===== src/rtl/sdm_pkg.sv =====
// Shared types and defaults for the sigma-delta PDM modulator.
// Frame length helper keeps frame math in one place.
package sdm_pkg;

  typedef enum logic [1:0] {
    IDLE,
    RUN,
    DRAIN
  } sdm_state_t;

  localparam int DEF_DATA_W  = 8;
  localparam int DEF_CLK_DIV = 1;

  function automatic int unsigned FRAME_LEN(input int unsigned data_w);
    return 32'd1 << data_w;
  endfunction

endpackage


===== src/rtl/sigma_delta_mod_if.sv =====
// Control and stream signals between the register block and the PDM modulator.
// Master drives enable/value; slave returns the bit stream and status.
interface sigma_delta_mod_if;

  logic        enable;
  logic [31:0] value;
  logic        pdm_out;
  logic        busy;
  logic        frame_start;

  modport master (
    output enable,
    output value,
    input  pdm_out,
    input  busy,
    input  frame_start
  );

  modport slave (
    input  enable,
    input  value,
    output pdm_out,
    output busy,
    output frame_start
  );

endinterface


===== src/rtl/sdm_tick_gen.sv =====
// Bit-rate divider: tick asserts combinationally on the last of every CLK_DIV enabled cycles.
// No backpressure; clr holds the count at zero.
module sdm_tick_gen #(
  parameter int CLK_DIV = 1
) (
  input  logic aclk,
  input  logic aresetn,
  input  logic clr,
  input  logic en,
  output logic tick
);

  localparam int CNT_W = (CLK_DIV > 1) ? $clog2(CLK_DIV) : 1;
  localparam logic [CNT_W-1:0] CNT_LAST = CNT_W'(CLK_DIV - 1);

  logic [CNT_W-1:0] div_cnt;

  assign tick = en && (div_cnt == CNT_LAST);

  always_ff @(posedge aclk or negedge aresetn) begin
    if (!aresetn) begin
      div_cnt <= '0;
    end else if (clr) begin
      div_cnt <= '0;
    end else if (en) begin
      div_cnt <= tick ? '0 : div_cnt + CNT_W'(1);
    end
  end

endmodule


===== src/rtl/sigma_delta_mod.sv =====
// First-order sigma-delta PDM modulator; value is latched per 2^DATA_W-bit frame, one bit per CLK_DIV cycles.
// Registered output, first bit CLK_DIV cycles after RUN entry; no backpressure, stop lands on a frame boundary.
module sigma_delta_mod
  import sdm_pkg::*;
#(
  parameter int DATA_W  = DEF_DATA_W,
  parameter int CLK_DIV = DEF_CLK_DIV
) (
  input logic              aclk,
  input logic              aresetn,
  sigma_delta_mod_if.slave sdm
);

  localparam logic [DATA_W-1:0] FRAME_LAST = DATA_W'(FRAME_LEN(DATA_W) - 1);

  sdm_state_t        state;
  logic [DATA_W-1:0] acc;
  logic [DATA_W-1:0] value_lat;
  logic [DATA_W-1:0] frame_cnt;
  logic [DATA_W-1:0] value_in;
  logic [DATA_W:0]   sum;
  logic              tick;
  logic              tick_clr;
  logic              tick_en;
  logic              advance;
  logic              drain_exit;
  logic              pdm_q;
  logic              busy_q;
  logic              frame_start_q;
  logic              value_unused;

  assign value_in     = sdm.value[DATA_W-1:0];
  assign value_unused = ^sdm.value[31:DATA_W];
  assign tick_clr     = (state == IDLE);
  assign tick_en      = (state != IDLE);

  sdm_tick_gen #(
    .CLK_DIV(CLK_DIV)
  ) u_tick_gen (
    .aclk    (aclk),
    .aresetn (aresetn),
    .clr     (tick_clr),
    .en      (tick_en),
    .tick    (tick)
  );

  // The carry out of the wrapping accumulator is the PDM bit.
  assign sum        = {1'b0, acc} + {1'b0, value_lat};
  assign drain_exit = (state == DRAIN) && !sdm.enable && tick && (frame_cnt == '0);
  assign advance    = tick && !drain_exit;

  always_ff @(posedge aclk or negedge aresetn) begin
    if (!aresetn) begin
      state         <= IDLE;
      pdm_q         <= 1'b0;
      busy_q        <= 1'b0;
      frame_start_q <= 1'b0;
      acc           <= '0;
      frame_cnt     <= '0;
      value_lat     <= '0;
    end else begin
      frame_start_q <= 1'b0;
      if (advance) begin
        pdm_q     <= sum[DATA_W];
        acc       <= sum[DATA_W-1:0];
        frame_cnt <= frame_cnt + DATA_W'(1);
      end
      unique case (state)
        IDLE: begin
          pdm_q <= 1'b0;
          if (sdm.enable) begin
            state         <= RUN;
            busy_q        <= 1'b1;
            value_lat     <= value_in;
            acc           <= '0;
            frame_cnt     <= '0;
            frame_start_q <= 1'b1;
          end
        end
        RUN: begin
          if (tick && (frame_cnt == FRAME_LAST)) begin
            value_lat     <= value_in;
            frame_start_q <= 1'b1;
          end
          if (!sdm.enable) begin
            state <= DRAIN;
          end
        end
        DRAIN: begin
          // Re-enable resumes seamlessly; otherwise leave on the first tick of the next frame.
          if (drain_exit) begin
            pdm_q  <= 1'b0;
            busy_q <= 1'b0;
            state  <= IDLE;
          end else if (sdm.enable) begin
            state <= RUN;
          end
        end
        default: state <= IDLE;
      endcase
    end
  end

  assign sdm.pdm_out     = pdm_q;
  assign sdm.busy        = busy_q;
  assign sdm.frame_start = frame_start_q;

endmodule


===== src/flat_wrapper.sv =====
// flat-port wrapper written by rule: the top's interface ports become plain ports
module sigma_delta_mod_flat import sdm_pkg::*;
#(
  parameter int DATA_W  = DEF_DATA_W,
  parameter int CLK_DIV = DEF_CLK_DIV
)
  (aclk, aresetn, sdm_enable, sdm_value, sdm_pdm_out, sdm_busy, sdm_frame_start);
  sigma_delta_mod_if sdm_i ();
  input logic aclk;
  input logic aresetn;
  input wire logic [$bits(sdm_i.enable)-1:0] sdm_enable;
  input wire logic [$bits(sdm_i.value)-1:0] sdm_value;
  output wire logic [$bits(sdm_i.pdm_out)-1:0] sdm_pdm_out;
  output wire logic [$bits(sdm_i.busy)-1:0] sdm_busy;
  output wire logic [$bits(sdm_i.frame_start)-1:0] sdm_frame_start;
  assign sdm_i.enable = sdm_enable;
  assign sdm_i.value = sdm_value;
  assign sdm_pdm_out = sdm_i.pdm_out;
  assign sdm_busy = sdm_i.busy;
  assign sdm_frame_start = sdm_i.frame_start;
  sigma_delta_mod #(.DATA_W(DATA_W), .CLK_DIV(CLK_DIV)) u_core (.aclk(aclk), .aresetn(aresetn), .sdm(sdm_i));
endmodule

===== config.mk =====
export PLATFORM = sky130hd
export DESIGN_NAME = sigma_delta_mod_flat
export DESIGN_NICKNAME = d
export VERILOG_FILES = /design/src/rtl/sdm_pkg.sv /design/src/rtl/sigma_delta_mod_if.sv /design/src/rtl/sdm_tick_gen.sv /design/src/rtl/sigma_delta_mod.sv /design/src/flat_wrapper.sv
export SDC_FILE = /design/constraint.sdc
export NUM_CORES = 1
export LEC_CHECK = 0
export CAP_MARGIN = 40
export CELL_PAD_IN_SITES_DETAIL_PLACEMENT = 1
export CELL_PAD_IN_SITES_GLOBAL_PLACEMENT = 1
export CORE_AREA = 2 2 69 71
export DETAILED_ROUTE_END_ITERATION = 10
export DIE_AREA = 0 0 71 73
export GPL_TIMING_DRIVEN = 0
export HOLD_SLACK_MARGIN = 0.08
export PLACE_DENSITY_LB_ADDON = 0.3
export SETUP_SLACK_MARGIN = 0.2
export SLEW_MARGIN = 20
export SYNTH_ARGS = -nofsm -noshare
export SYNTH_HDL_FRONTEND = slang
export SYNTH_SLANG_ARGS = --single-unit
export TNS_END_PERCENT = 50

===== constraint.sdc =====
create_clock -name aclk -period 2.6 [get_ports aclk]
set_input_delay 0.39 -clock aclk [delete_from_list [all_inputs] [get_ports aclk]]
set_output_delay 0.39 -clock aclk [all_outputs]
set_load 0.02 [all_outputs]

==> key figures <==
Critical path
  – Worst Path Buf+Inv: 0
  – CP Cell Sequence: ha_2 -> fa_2 -> a211oi_4 -> nor2_4 -> o31a_1 -> or4b_4 -> a21oi_2
  – Slowest cell on crit path: or4b_4
  – Worst Path Max Fanout: 3
  – Critical Path AT: roughly 2.5 ns
  – Crit end category: flip-flop
  – Startpoint types: flip-flop
  – Worst EP required: around 2.8 ns
  – Worst setup path class: flip-flop to flip-flop
  – Crit-path max cell delay: between 0.4 and 0.5 ns
  – Delay-heaviest family, CP: compound AO/OA/AOI/OAI gates

Die
  – IO Count: 38
  – Initial core utilization: between 30% and 40%
  – Core box area: approximately 4500 sq um
  – Die span in y: roughly 73 um
  – Die width: around 71 um
  – Row count: 25
  – Die area: slightly above 5000 sq um

Clock tree
  – Worst-Skew Late Latency: between 0.2 and 0.3 ns
  – # clock sinks: 30
  – CTS Buffer Depth: 2
  – H-Tree Depth: 2
  – Root Buffer: clkbuf_8
  – Num CTS Buffers: 5
  – Clock slew at reported path FFs: approximately 0.070 ns
  – CTS tree: yes

Power and ir drop
  – Pwr dens: about 970 nW/um^2
  – Leak: ~0.88 nW
  – Max VDD drop: ~340 uV

Placed design
  – Post-DP HPWL: 2.53 mm
  – Final GP Congestion: just under 0.8
  – Post-Place Worst Slack: ~0.20 ns
  – DP Cell Count: 219
  – Input/output buffers: 13

Routing
  – Initial DRC count: 36
  – Post-DR vias/cell: approximately 5.4
  – Via count: 1,243
  – Antenna violation net count after detailed routing: 0
  – Final WL: around 3.6 mm
  – # DRC: 0
  – Wire per inst: approximately 16 um
  – TritonRoute pass-1 iters: 4

Synth
  – Syn Nets: about 200
  – Seq/Total Area, Yosys: between 40% and 50%
  – FFs w/ async S/R, synth: 100%
  – Synth Area per Inst: between 10 and 15 sq um
  – Post-Synthesis Cell Area: approximately 1600 sq um
  – Synth cell types: 40
  – Cells after Synth: roughly 150
  – EDFF count, synth: 0
  – Synth Flop Type: dfrtp_1
  – YS warnings: 0
  – Seq cells post-synth: 30

Timing
  – Pin slew with the least headroom to its limit: roughly 0.7 ns
  – Final Hold Viols: 0
  – Setup slack after layout: roughly 0.28 ns
  – Final setup TNS: 0 ns
  – Fmax: between 400 and 500 MHz
  – RSZ-0062 raised after global routing: no
  – Setup Skew: 0.00653 ns
  – Pins Over Slew Limit: 0
  – Fin crit period: 2.32 ns
  – Worst relative slew slack: a little over half
  – Final setup vio count: 0
  – Final period util: 89.3%

GRT
  – Antenna violations before repair: 0
  – Global-route wire length before repair: 6.43 mm
  – Number of global-route vias before repair: 1,357
  – Largest net degree at the start of global routing: 31
  – Overall Global Routing Usage: 16.4%
  – Overflow after GRT: 0

Cells and area
  – Final-layout fill cell count: approximately 500
  – Reg area: around 750 sq um
  – Layout cell share with drive strength beyond 1: 17.6%
  – Antenna diodes: 0
  – Area occupied by multi-input gates: between 800 and 900 sq um
  – Fin nets: around 220
  – Non-Filler Instances: between 200 and 250
  – Synthesis-to-finish area growth: 21.8%
  – Commonest non-fill, non-tap cell in the layout: dfrtp_1
  – Most frequent cells in the layout: dfrtp_1 (30), nor2_1 (18), clkdlybuf4s50_1 (12)

Run
  – Max capacitance violation total: 0

Run status
  – Status: complete, no violations

Worst hold path
  – Worst hold path type: primary input to async pin
report_power, final:
group	switching (mW)	total [mW]	internal, mW
registers	0.0871	0.665	0.578
logic	0.432	0.820	0.387
clock network	0.181	0.448	0.267
cells in the mapped netlist (all sizes together) (2+ instances only):
master / n / area [sq um]
nor2: 19 / 71.3
a211oi: 5 / 42.5
xnor2: 5 / 43.8
or4b: 2 / 20.0
mux2i: 9 / 90.1
dfrtp: 30 / 751
nand4: 2 / 12.5
ha: 10 / 125
nand2: 8 / 30.0
nand2b: 4 / 25.0
a21o: 2 / 15.0
clkbuf: 2 / 7.51
nand3b: 2 / 15.0
inv: 4 / 15.0
mux2: 8 / 90.1
a21oi: 7 / 38.8
and3: 2 / 12.5
o21ai: 9 / 48.8
nand4b: 2 / 17.5
nor4b: 2 / 17.5
nor3: 2 / 10.0
stage by stage:
stage               total power, mW  utilization, %  hold WS (ns)  cell area [sq um]
floorplan                      1.21               -        0.0944               1640
global placement               1.35            40.6         0.499               1840
detailed placement             1.40            40.5         0.476               1840
CTS                            1.88            43.1         0.164               1950
global route                   2.09            44.1         0.193               2000
finish                         1.93            44.1         0.139               2000
path summary, 6_finish.rpt:
check                                    start             endpoint  slack [ns]  depth (start not counted)
max                              u_core.acc[0]        u_core.acc[6]        0.28                          7
min                                    aresetn        u_core.acc[4]        0.14                          1
max reg2reg                      u_core.acc[0]        u_core.acc[6]        0.28                          7
min reg2reg                u_core.value_lat[0]  u_core.value_lat[0]        0.52                          1
max in group asynchronous              aresetn  u_core.frame_cnt[3]        2.02                          1
min in group aclk          u_core.value_lat[0]  u_core.value_lat[0]        0.52                          1
timing repair:
item | in CTS | in global routing
pin swaps | 0 | 4
endpoints found under the setup margin | 1 | 1
setup buffers | 0 | 3
gates resized for setup | 2 | 6
hold buffers | 0 | 0
per-layer routing:
layer  vias up  wire length (um)  track usage [%]
met5         -                 0                0
met1       626              1560             17.8
met3         7               114             5.39
met4         0                61             6.71
met2        12              1890             29.6
li1        598                 -                -
registers in the layout, summed over array words and instances (netlist names):
name	count
u_core.u_tick_gen.div_cnt	1
u_core.sdm.busy	1
u_core.frame_cnt	8
u_core.sdm.frame_start	1
u_core.state	2
u_core.sdm.pdm_out	1
u_core.acc	8
u_core.value_lat	8
area by class of cell:
cell class	count	area share (%)
well taps	54	3.38
inverters	4	0.750
clock buffers	8	5.50
repair buffers	16	7.38
flip-flops and latches	30	37.5
multi-input cells	115	44.6
plain buffers	3	0.938
cell families (layout without fill, tap and decap cells):
family	after synthesis	count (layout)	share of synthesized area [%]
simple gates	51	51	16.4
xor+xnor	6	6	3.20
other cells	1	1	0.228
mux	17	17	11.0
fa+ha+maj	11	11	8.83
buf+inv	7	31	2.05
compound gates	29	29	12.6
flops	30	30	45.7
No activity file was read; power rests on OpenSTA's default activity.
